--- config.mk ---
export PLATFORM = sky130hd
export DESIGN_NAME = mclr_pulse_sequencer_flat
export DESIGN_NICKNAME = d
export VERILOG_FILES = /design/src/rtl/mclr_pkg.sv /design/src/rtl/mclr_pulse_sequencer_if.sv /design/src/rtl/mclr_sync2.sv /design/src/rtl/mclr_pulse_sequencer.sv /design/src/flat_wrapper.sv
export SDC_FILE = /design/constraint.sdc
export NUM_CORES = 1
export LEC_CHECK = 0
export ABC_AREA = 0
export BUFFER_PORTS_ARGS = -buffer_cell sky130_fd_sc_hd__buf_4
export CAP_MARGIN = 15
export CORE_ASPECT_RATIO = 0.9
export CORE_MARGIN = 2
export CORE_UTILIZATION = 50
export CTS_CLUSTER_DIAMETER = 120
export DETAILED_ROUTE_END_ITERATION = 10
export PLACE_DENSITY = 0.75
export SYNTH_ARGS = -nofsm -noshare
export SYNTH_HDL_FRONTEND = slang
export SYNTH_HIERARCHICAL = 1
export SYNTH_SLANG_ARGS = --single-unit
--- constraint.sdc ---
create_clock -name clk -period 5.1 [get_ports clk]
set_clock_uncertainty 0.05 [all_clocks]
set_input_delay 1.02 -clock clk [delete_from_list [all_inputs] [get_ports clk]]
set_output_delay 1.02 -clock clk [all_outputs]
set_load 0.05 [all_outputs]
--- src/rtl/mclr_pkg.sv ---
// Shared types and constants for the master-clear pulse sequencer.
package mclr_pkg;

    // Sequencer state encoding.
    typedef enum logic [1:0] {
        IDLE  = 2'd0,
        PULSE = 2'd1,
        GAP   = 2'd2,
        DONE  = 2'd3
    } mclr_state_e;

    // Depth of the optional input synchroniser.
    localparam int unsigned MCLR_SYNC_STAGES = 2;

    // Width of a channel index, never less than one bit.
    function automatic int unsigned ch_width(input int unsigned n_ch);
        return (n_ch > 1) ? $clog2(n_ch) : 1;
    endfunction

endpackage

--- src/rtl/mclr_pulse_sequencer_if.sv ---
// Master-clear request in, per-channel clear pulses and status out.
interface mclr_pulse_sequencer_if #(
    parameter int unsigned N_CH = 4
);
    import mclr_pkg::*;

    localparam int unsigned CH_W = ch_width(N_CH);

    logic              master_clear;
    logic [N_CH-1:0]   ch_pulse;
    logic [CH_W-1:0]   active_ch;
    logic              busy;
    logic              done;

    // Requester side: raises master_clear, watches the pulse train.
    modport master (
        output master_clear,
        input  ch_pulse,
        input  active_ch,
        input  busy,
        input  done
    );

    // Sequencer side.
    modport slave (
        input  master_clear,
        output ch_pulse,
        output active_ch,
        output busy,
        output done
    );

endinterface

--- src/rtl/mclr_sync2.sv ---
// Two-flop synchroniser for the board-level master-clear input.
module mclr_sync2 (
    input  logic clk,
    input  logic reset,
    input  logic async_in,
    output logic sync_out
);
    import mclr_pkg::*;

    logic [MCLR_SYNC_STAGES-1:0] sync_q;

    // Shift the raw input through the synchroniser chain.
    always_ff @(posedge clk) begin
        if (reset) begin
            sync_q <= '0;
        end else begin
            sync_q <= {sync_q[MCLR_SYNC_STAGES-2:0], async_in};
        end
    end

    assign sync_out = sync_q[MCLR_SYNC_STAGES-1];

endmodule

--- src/rtl/mclr_pulse_sequencer.sv ---
// Master-clear sequencer: one rising edge of master_clear produces an
// ordered train of PULSE_W-wide clear pulses, one per channel, separated
// by GAP_W idle cycles. REARM selects lock-out or return-to-idle after
// the train. Define MCLR_SYNC_EN to pass master_clear through a two-flop
// synchroniser (adds two cycles of latency).
module mclr_pulse_sequencer #(
    parameter int unsigned N_CH    = 4,
    parameter int unsigned PULSE_W = 2,
    parameter int unsigned GAP_W   = 1,
    parameter int unsigned CNT_W   = 8,
    parameter int unsigned REARM   = 0
) (
    input  logic                  clk,
    input  logic                  reset,
    mclr_pulse_sequencer_if.slave bus
);
    import mclr_pkg::*;

    localparam int unsigned CH_W = ch_width(N_CH);

    localparam logic [CH_W-1:0]  LAST_CH    = CH_W'(N_CH - 1);
    localparam logic [CNT_W-1:0] PULSE_LOAD = CNT_W'(PULSE_W - 1);
    localparam logic [CNT_W-1:0] GAP_LOAD   = CNT_W'(GAP_W - 1);

    mclr_state_e      state_q, state_d;
    logic [CH_W-1:0]  ch_q, ch_d;
    logic [CNT_W-1:0] cnt_q, cnt_d;
    logic             mc_prev_q;
    logic             mc_in;
    logic             rise_c;

    logic [N_CH-1:0]  ch_pulse_q, ch_pulse_d;
    logic [CH_W-1:0]  active_ch_q, active_ch_d;
    logic             busy_q, busy_d;
    logic             done_q, done_d;

`ifdef MCLR_SYNC_EN
    mclr_sync2 u_sync (
        .clk      (clk),
        .reset    (reset),
        .async_in (bus.master_clear),
        .sync_out (mc_in)
    );
`else
    assign mc_in = bus.master_clear;
`endif

    assign rise_c = mc_in & ~mc_prev_q;

    // Next-state logic and Moore decode of the next state into output values.
    always_comb begin
        state_d     = state_q;
        ch_d        = ch_q;
        cnt_d       = cnt_q;
        ch_pulse_d  = '0;
        active_ch_d = '0;
        busy_d      = 1'b0;
        done_d      = 1'b0;

        case (state_q)
            IDLE: begin
                if (rise_c) begin
                    state_d = PULSE;
                    ch_d    = '0;
                    cnt_d   = PULSE_LOAD;
                end
            end
            PULSE: begin
                if (cnt_q == '0) begin
                    if (ch_q == LAST_CH) begin
                        state_d = DONE;
                    end else if (GAP_W == 0) begin
                        ch_d  = ch_q + CH_W'(1);
                        cnt_d = PULSE_LOAD;
                    end else begin
                        state_d = GAP;
                        cnt_d   = GAP_LOAD;
                    end
                end else begin
                    cnt_d = cnt_q - CNT_W'(1);
                end
            end
            GAP: begin
                if (cnt_q == '0) begin
                    state_d = PULSE;
                    ch_d    = ch_q + CH_W'(1);
                    cnt_d   = PULSE_LOAD;
                end else begin
                    cnt_d = cnt_q - CNT_W'(1);
                end
            end
            DONE: begin
                if (REARM != 0) begin
                    state_d = IDLE;
                end
            end
            default: begin
                state_d = IDLE;
            end
        endcase

        // Outputs reflect the state being entered, so the registered copy
        // equals a decode of the state/ch registers with no extra latency.
        case (state_d)
            PULSE: begin
                ch_pulse_d  = N_CH'(1) << ch_d;
                active_ch_d = ch_d;
                busy_d      = 1'b1;
            end
            GAP: begin
                active_ch_d = ch_d + CH_W'(1);
                busy_d      = 1'b1;
            end
            DONE: begin
                active_ch_d = LAST_CH;
                done_d      = 1'b1;
            end
            default: begin
                active_ch_d = '0;
            end
        endcase
    end

    // State, counters, edge detector and registered outputs.
    always_ff @(posedge clk) begin
        if (reset) begin
            state_q     <= IDLE;
            ch_q        <= '0;
            cnt_q       <= '0;
            mc_prev_q   <= 1'b0;
            ch_pulse_q  <= '0;
            active_ch_q <= '0;
            busy_q      <= 1'b0;
            done_q      <= 1'b0;
        end else begin
            state_q     <= state_d;
            ch_q        <= ch_d;
            cnt_q       <= cnt_d;
            mc_prev_q   <= mc_in;
            ch_pulse_q  <= ch_pulse_d;
            active_ch_q <= active_ch_d;
            busy_q      <= busy_d;
            done_q      <= done_d;
        end
    end

    assign bus.ch_pulse  = ch_pulse_q;
    assign bus.active_ch = active_ch_q;
    assign bus.busy      = busy_q;
    assign bus.done      = done_q;

endmodule

--- src/flat_wrapper.sv ---
// flat-port wrapper written by rule: the top's interface ports become plain ports
module mclr_pulse_sequencer_flat import mclr_pkg::*;
#(
    parameter int unsigned N_CH    = 4,
    parameter int unsigned PULSE_W = 2,
    parameter int unsigned GAP_W   = 1,
    parameter int unsigned CNT_W   = 8,
    parameter int unsigned REARM   = 0
)
  (clk, reset, bus_master_clear, bus_ch_pulse, bus_active_ch, bus_busy, bus_done);
  mclr_pulse_sequencer_if #(.N_CH(N_CH)) bus_i ();
  input  logic clk;
  input  logic reset;
  input wire logic [$bits(bus_i.master_clear)-1:0] bus_master_clear;
  output wire logic [$bits(bus_i.ch_pulse)-1:0] bus_ch_pulse;
  output wire logic [$bits(bus_i.active_ch)-1:0] bus_active_ch;
  output wire logic [$bits(bus_i.busy)-1:0] bus_busy;
  output wire logic [$bits(bus_i.done)-1:0] bus_done;
  assign bus_i.master_clear = bus_master_clear;
  assign bus_ch_pulse = bus_i.ch_pulse;
  assign bus_active_ch = bus_i.active_ch;
  assign bus_busy = bus_i.busy;
  assign bus_done = bus_i.done;
  mclr_pulse_sequencer #(.N_CH(N_CH), .PULSE_W(PULSE_W), .GAP_W(GAP_W), .CNT_W(CNT_W), .REARM(REARM)) u_core (.clk(clk), .reset(reset), .bus(bus_i));
endmodule
## Word level (Yosys, flattened, before mapping)

Index checks and enable logic that the tools add are counted.

- Bits in registers: 21
- Output and inout bits: 8
- Logic and storage cells: 45

- Add/sub/neg operators: 3
- Equal/unequal tests: 8
- Shifts and indexed selects: 1
- Muxes and demuxes: 16
- Bitwise operators: 3
- Reductions and logical operators: 6

Operators with widths:

| cell | number |
|---|---|
| $mux W8 | 4 |
| $pmux W8 S3 | 1 |
| $pmux W2 S3 | 2 |
| $mux W2 | 5 |
| $eq A2 B2 Y1 const B | 4 |
| $logic_not A8 Y1 | 1 |
| $sub A8 B1 Y8 const B | 1 |
| $add A2 B1 Y2 const B | 2 |
| $eq A2 B1 Y1 const B | 2 |
| $pmux W2 S2 | 1 |
| $reduce_or A2 Y1 | 2 |
| $shl A1 B2 Y4 const A | 1 |
| $mux W1 | 3 |
| $ne A3 B3 Y1 const B | 1 |
| $reduce_and A3 Y1 | 1 |
| $reduce_bool A3 Y1 | 1 |
| $logic_not A2 Y1 | 1 |
| $ne A2 B1 Y1 const B | 1 |
| $not A1 Y1 | 2 |
| $and A1 B1 Y1 | 1 |

## Depth between registers and ports, before layout

- Word-level depth: 7
- Mapped depth: 10

## Worst setup path before layout

Ideal clock, no wire load.

- Path kind: input port to flip-flop
- Start: input port bus_master_clear
- End: register u_core.ch_pulse_q[0] (netlist: u_core/bus.ch_pulse[0])
- Setup time: 128 ps
- Arrival time: 2,239 ps
- Required time: 4,922 ps
- Setup slack: 2,684 ps
- Stages: 8
- Buffers on the path: 0
- Cell sequence: nand2b_1 -> a21boi_0 -> or4b_4 -> nand2_1 -> inv_1 -> ha_1 -> nand2b_1 -> nor4b_1

- Word-level cells in the longest chain between the ends: 6
- Elaborated cells on any way between the ends: 9
- Those cells by class: eq/ne: 1; shift: 1; mux: 4; bitwise: 2; reduce/logical: 1

RTL lines:

| element | line | text |
|---|---|---|
| start, declared | flat_wrapper.sv:14 | `input wire logic [$bits(bus_i.master_clear)-1:0] bus_master_clear;` |
| $and A1 B1 Y1 | mclr_pulse_sequencer.sv:48 | `assign rise_c = mc_in & ~mc_prev_q;` |
| $mux W2 | mclr_pulse_sequencer.sv:62 | `if (rise_c) begin` |
| $pmux W2 S3 | mclr_pulse_sequencer.sv:60 | `case (state_q)` |
| named net u_core.state_d[0] | mclr_pulse_sequencer.sv:25 | `mclr_state_e state_q, state_d;` |
| $eq A2 B1 Y1 | mclr_pulse_sequencer.sv:104 | `case (state_d)` |
| $not A1 Y1 (no line) | n/a |  |
| $reduce_or A2 Y1 (no line) | n/a |  |
| end signal, assigned | mclr_pulse_sequencer.sv:140 | `ch_pulse_q <= ch_pulse_d;` |
| end, declared | mclr_pulse_sequencer.sv:32 | `logic [N_CH-1:0] ch_pulse_q, ch_pulse_d;` |

The timed path passes the listed nets, and every way through them passes these cells.
A chain may end at the register's enable or synchronous reset.

## Final worst setup path

- Start: register u_core.cnt_q[0]
- End: register u_core.active_ch_q[1] (netlist: u_core/bus.active_ch[1])

- Word-level cells in the longest chain between the ends: 5
- Elaborated cells on any way between the ends: 11
- Those cells by class: add/sub: 1; eq/ne: 3; mux: 6; reduce/logical: 1

RTL lines:

| element | line | text |
|---|---|---|
| start, declared | mclr_pulse_sequencer.sv:27 | `logic [CNT_W-1:0] cnt_q, cnt_d;` |
| start signal, assigned | mclr_pulse_sequencer.sv:138 | `cnt_q <= cnt_d;` |
| $logic_not A8 Y1 (*) | mclr_pulse_sequencer.sv:69, mclr_pulse_sequencer.sv:84 |  |
| $mux W2, on equally long branches | mclr_pulse_sequencer.sv:84, mclr_pulse_sequencer.sv:69 |  |
| $pmux W2 S2 or $pmux W2 S3 (tied branches) | mclr_pulse_sequencer.sv:60 |  |
| $add A2 B1 Y2, or another cell as far along | mclr_pulse_sequencer.sv:111 | `active_ch_d = ch_d + CH_W'(1);` |
| $pmux W2 S3 (*) | mclr_pulse_sequencer.sv:104 |  |
| end signal, assigned | mclr_pulse_sequencer.sv:141 | `active_ch_q <= active_ch_d;` |
| end, declared | mclr_pulse_sequencer.sv:33 | `logic [CH_W-1:0] active_ch_q, active_ch_d;` |

Mark *: on every way between the ends. The rest lies on a longest branch, timed or not.

==> flow_summary.html <==
<table>
<tr><th>Metric</th><th>Value</th></tr>
<tr><th colspan="2">Setup path</th></tr>
<tr><td>Type of destination of the critical path</td><td>flip-flop</td></tr>
<tr><td>Largest stage delay on the critical path</td><td>0.58 ns</td></tr>
<tr><td>Classification of the worst setup path</td><td>reg -&gt; reg</td></tr>
<tr><td>Cell with the most instances on the worst path</td><td>sky130_fd_sc_hd__ha_1</td></tr>
<tr><td>WP data required</td><td>5.28 ns</td></tr>
<tr><td>Critical path destination</td><td>u_core/bus.active_ch[1]$_SDFF_PP0_</td></tr>
<tr><td>Cells on worst reg2reg path</td><td>9</td></tr>
<tr><td>Ordered cell list for the critical path</td><td>inv_1 -&gt; ha_1 -&gt; nor3b_2 -&gt; a21boi_1 -&gt; or4b_4 -&gt; nand2_1 -&gt; ha_1 -&gt; o31ai_1 -&gt; a311oi_1</td></tr>
<tr><td>Beginning of the critical path</td><td>u_core/cnt_q[0]$_SDFFE_PP0P_</td></tr>
<tr><td>Type of origin of the critical path</td><td>flip-flop</td></tr>
<tr><td>Max Fanout on Critical Path</td><td>7</td></tr>
<tr><td>Data arrival, critical path</td><td>2.72 ns</td></tr>
<tr><td>Internal reg-to-reg setup slack</td><td>2.56 ns</td></tr>
<tr><td>Critical register-to-register path startpoint</td><td>u_core/cnt_q[0]$_SDFFE_PP0P_</td></tr>
<tr><td>Cell with the largest stage delay on the worst path</td><td>sky130_fd_sc_hd__or4b_4</td></tr>
<tr><td>Endpoint of the worst register-to-register path</td><td>u_core/bus.active_ch[1]$_SDFF_PP0_</td></tr>
<tr><th colspan="2">Die</th></tr>
<tr><td>Die X</td><td>54.4 um</td></tr>
<tr><td>I/O pin count</td><td>11</td></tr>
<tr><td>Row count</td><td>16</td></tr>
<tr><td>DIE AREA</td><td>0.00268 mm2</td></tr>
<tr><td>Chip Height</td><td>49.3 um</td></tr>
<tr><td>Placeable core region</td><td>about 0.0022 mm2</td></tr>
<tr><td>Initial cell density of the core</td><td>52.8%</td></tr>
<tr><th colspan="2">STA</th></tr>
<tr><td>Headroom to the max-slew limit</td><td>around 67%</td></tr>
<tr><td>Final min period</td><td>between 2 and 3 ns</td></tr>
<tr><td>RSZ-0062 raised after global routing</td><td>no</td></tr>
<tr><td>Setup slack after layout</td><td>2.56 ns</td></tr>
<tr><td>Total negative slack</td><td>0 ns</td></tr>
<tr><td>Count of final max-slew check failures</td><td>0</td></tr>
<tr><td>Worst-Margin Slew</td><td>~0.50 ns</td></tr>
<tr><td>Share of the cycle needed by the critical path after routing</td><td>49.8%</td></tr>
<tr><td>Total count of hold-check failures in the final report</td><td>0</td></tr>
<tr><td>Achievable Freq</td><td>0.393 GHz</td></tr>
<tr><td>Final Setup Violations</td><td>0</td></tr>
<tr><th colspan="2">Synthesis</th></tr>
<tr><td>Count of unique library cells instantiated by Yosys</td><td>39</td></tr>
<tr><td>Most used flip-flop cell after synthesis</td><td>sky130_fd_sc_hd__dfxtp_1</td></tr>
<tr><td>Post-synth top area share</td><td>36.8%</td></tr>
<tr><td>Top post-synthesis cells by area</td><td>sky130_fd_sc_hd__dfxtp_1, sky130_fd_sc_hd__ha_1, sky130_fd_sc_hd__nor2_1</td></tr>
<tr><td>Count of warnings emitted by yosys</td><td>6</td></tr>
<tr><td>Mean instance size in the synthesized netlist</td><td>8.85 um2</td></tr>
<tr><td>Cell type contributing the most total cell area after synthesis</td><td>sky130_fd_sc_hd__dfxtp_1</td></tr>
<tr><td>Post-synthesis cell area</td><td>0.00114 mm2</td></tr>
<tr><td>Post-synthesis net count</td><td>142</td></tr>
<tr><td>Flip-flop and latch count after synthesis</td><td>21</td></tr>
<tr><td>Async set-or-reset flop fraction in the synthesized netlist</td><td>0%</td></tr>
<tr><td>Post-synth EDFFs</td><td>0</td></tr>
<tr><td>Share of the yosys chip area belonging to registers</td><td>36.8%</td></tr>
<tr><td>Gate Count Post-Synth</td><td>129</td></tr>
<tr><th colspan="2">CTS</th></tr>
<tr><td>Post-CTS Setup Repair Bufs</td><td>0</td></tr>
<tr><td>CTS-repair resized insts</td><td>0</td></tr>
<tr><td>Htree depth</td><td>1</td></tr>
<tr><td>Maximum buffer depth of the clock tree</td><td>2</td></tr>
<tr><td>Clock edge transition at the registers on the reported setup and hold paths</td><td>0.13 ns</td></tr>
<tr><td>Number of sinks handled by clock tree synthesis</td><td>21</td></tr>
<tr><td>Inserted Clock Buffers</td><td>3</td></tr>
<tr><td>TritonCTS clock tree</td><td>built</td></tr>
<tr><td>Cts-stage hold buffer count</td><td>0</td></tr>
<tr><td>Buffer cell driving the clock tree root</td><td>sky130_fd_sc_hd__clkbuf_4</td></tr>
<tr><td>Clock latency of the later-clocked register in the worst-skew pair</td><td>between 0.3 and 0.4 ns</td></tr>
<tr><th colspan="2">Final layout</th></tr>
<tr><td>Relative area change from synthesis to final layout</td><td>11.3%</td></tr>
<tr><td>Net count of the finished layout</td><td>155</td></tr>
<tr><td>Number of antenna repair diodes</td><td>0</td></tr>
<tr><td>Proportion of layout cells with a drive suffix above 1</td><td>14.2%</td></tr>
<tr><td>Combined area of the multi-input logic cells</td><td>687 um2</td></tr>
<tr><td>Post-route design area</td><td>0.00127 mm2</td></tr>
<tr><td># fillers</td><td>202</td></tr>
<tr><td>Sequential Area</td><td>420 um2</td></tr>
<tr><td>Final non-filler cell total</td><td>roughly 170</td></tr>
<tr><th colspan="2">Place</th></tr>
<tr><td>Routability congestion estimate</td><td>0.863</td></tr>
<tr><td>Placed standard-cell area</td><td>0.00124 mm2</td></tr>
<tr><td>IO Port Bufs</td><td>10</td></tr>
<tr><td>Instance count after placement with tap cells included</td><td>164</td></tr>
<tr><td>Pre-CTS setup slack</td><td>2.38 ns</td></tr>
<tr><td>Post-detailed-placement half-perimeter wirelength</td><td>1.77 mm</td></tr>
<tr><th colspan="2">Power and ir drop</th></tr>
<tr><td>Power Density</td><td>604 mW/mm2</td></tr>
<tr><td>Worst supply voltage drop on vdd</td><td>0.000365 V</td></tr>
<tr><td>Leak Pwr</td><td>~0.54 nW</td></tr>
<tr><th colspan="2">Min path</th></tr>
<tr><td>Startpoint of the worst hold path</td><td>u_core/cnt_q[0]$_SDFFE_PP0P_</td></tr>
<tr><td>Type of the tightest min-delay check</td><td>reg -&gt; reg</td></tr>
<tr><th colspan="2">Drt</th></tr>
<tr><td>Total vias in the final route</td><td>around 960</td></tr>
<tr><td>DR DRC count</td><td>0</td></tr>
<tr><td>Average wire length per cell after detail routing</td><td>~14 um</td></tr>
<tr><td>Antenna-violating nets left</td><td>0</td></tr>
<tr><td>Total Wirelength</td><td>~2.4 mm</td></tr>
<tr><td>First drt pass iteration count</td><td>4</td></tr>
<tr><td>Iter 0 DRT Violations</td><td>19</td></tr>
<tr><td>Mean number of vias per cell</td><td>5.72</td></tr>
<tr><th colspan="2">Global route</th></tr>
<tr><td>Overflow after GRT</td><td>0</td></tr>
<tr><td>First-pass GRT wire length</td><td>4.04 mm</td></tr>
<tr><td>Number of antenna violations at the first check in global routing</td><td>0</td></tr>
<tr><td>GRT Util Overall</td><td>20.3%</td></tr>
<tr><td>Pin count of the biggest net entering global routing</td><td>14</td></tr>
<tr><td>Vias in the first global route</td><td>between 900 and 1000</td></tr>
<tr><th colspan="2">Status</th></tr>
<tr><td>Outcome</td><td>complete, no violations</td></tr>
<tr><th colspan="2">Run</th></tr>
<tr><td># Max-Cap Violations</td><td>0</td></tr>
</table>
==> placed cells by master (no fill, tap or decap), drive strengths merged, types with 4 or more instances in the layout <==
| master | instances |
|---|---|
| a21oi | 11 |
| buf | 10 |
| dfxtp | 21 |
| ha | 10 |
| inv | 7 |
| nand2 | 4 |
| nand3 | 4 |
| nand4 | 4 |
| nor2 | 17 |
| nor3 | 4 |
| o21ai | 5 |
| xor2 | 6 |
==> sequential cells by signal, summed over array words and instances, names as in the netlist <==
| name | count |
|---|---|
| u_core/bus.ch_pulse | 4 |
| u_core/ch_q | 2 |
| u_core/state_q | 2 |
| u_core/mc_prev_q | 1 |
| u_core/bus.done | 1 |
| u_core/bus.busy | 1 |
| u_core/cnt_q | 8 |
| u_core/bus.active_ch | 2 |
==> power by group <==
group / switching, mW / total (mW) / internal, mW
Combinational: 0.269 / 0.434 / 0.165
Clock: 0.0533 / 0.0826 / 0.0293
Sequential: 0.0455 / 0.250 / 0.205
Total: 0.368 / 0.768 / 0.399
==> final cells by class <==
cell class | instances | area share (%)
well taps | 27 | 2.66
inverters | 7 | 2.07
clock inverters | 1 | 0.394
clock buffers | 3 | 1.77
multi-input cells | 99 | 54.1
flip-flops and latches | 21 | 33.1
repair buffers | 10 | 5.91
==> metal layers <==
layer | global-route usage [%] | vias to the layer above | part of all wire [%]
met2 | 32.9 | 21 | 47
met3 | 5.52 | 2 | 3.8
met5 | 0 | - | 0
met1 | 26.8 | 451 | 49
li1 | - | 487 | -
met4 | 3.75 | 0 | 0.50
==> cell usage after synthesis, types with 3 or more instances <==
master	number
sky130_fd_sc_hd__o21ai_0	5
sky130_fd_sc_hd__ha_1	10
sky130_fd_sc_hd__a21oi_1	9
sky130_fd_sc_hd__nand4_1	4
sky130_fd_sc_hd__xor2_1	6
sky130_fd_sc_hd__nor2_1	17
sky130_fd_sc_hd__nand2b_1	3
sky130_fd_sc_hd__nand2_1	4
sky130_fd_sc_hd__inv_1	7
sky130_fd_sc_hd__dfxtp_1	21
sky130_fd_sc_hd__nand3_1	4
sky130_fd_sc_hd__nor3_1	4
==> critical path, delay by kind of cell, from the launching register on <==
family / cells / cell delay (ns)
simple gates: 3 / 1.11
compound gates: 3 / 0.50
buf+inv: 1 / 0.10
fa+ha+maj: 2 / 0.35
flops: 1 / 0.34
==> how the worst min path moves through the flow <==
stage,to,slack [ns],cells after the start
2_1_floorplan,u_core/cnt_q[0]$_SDFFE_PP0P_,0.40,2
3_3_place_gp,u_core/cnt_q[0]$_SDFFE_PP0P_,0.42,2
3_5_place_dp,u_core/cnt_q[0]$_SDFFE_PP0P_,0.42,2
4_1_cts,u_core/cnt_q[0]$_SDFFE_PP0P_,0.44,2
5_1_grt,u_core/cnt_q[0]$_SDFFE_PP0P_,0.46,2
6_report,u_core/cnt_q[0]$_SDFFE_PP0P_,0.43,2
==> through the flow <==
stage               hold WS [ns]  power (mW)  utilization (%)
global placement           0.416       0.665             57.5
finish                     0.433       0.768             58.7
CTS                        0.436       0.764             58.7
detailed placement         0.417       0.681             57.5
floorplan                  0.400       0.585                -
global route               0.464       0.826             58.7
==> cells by family after synthesis <==
kind of cell	synth area share (%)
adder cells (fa/ha/maj)	11.0
AO/OA/AOI/OAI	17.1
XOR/XNOR	4.61
buffers and inverters	2.96
AND/OR/NAND/NOR	27.5
flip-flops	36.8
(Power assumes the default switching activity.)
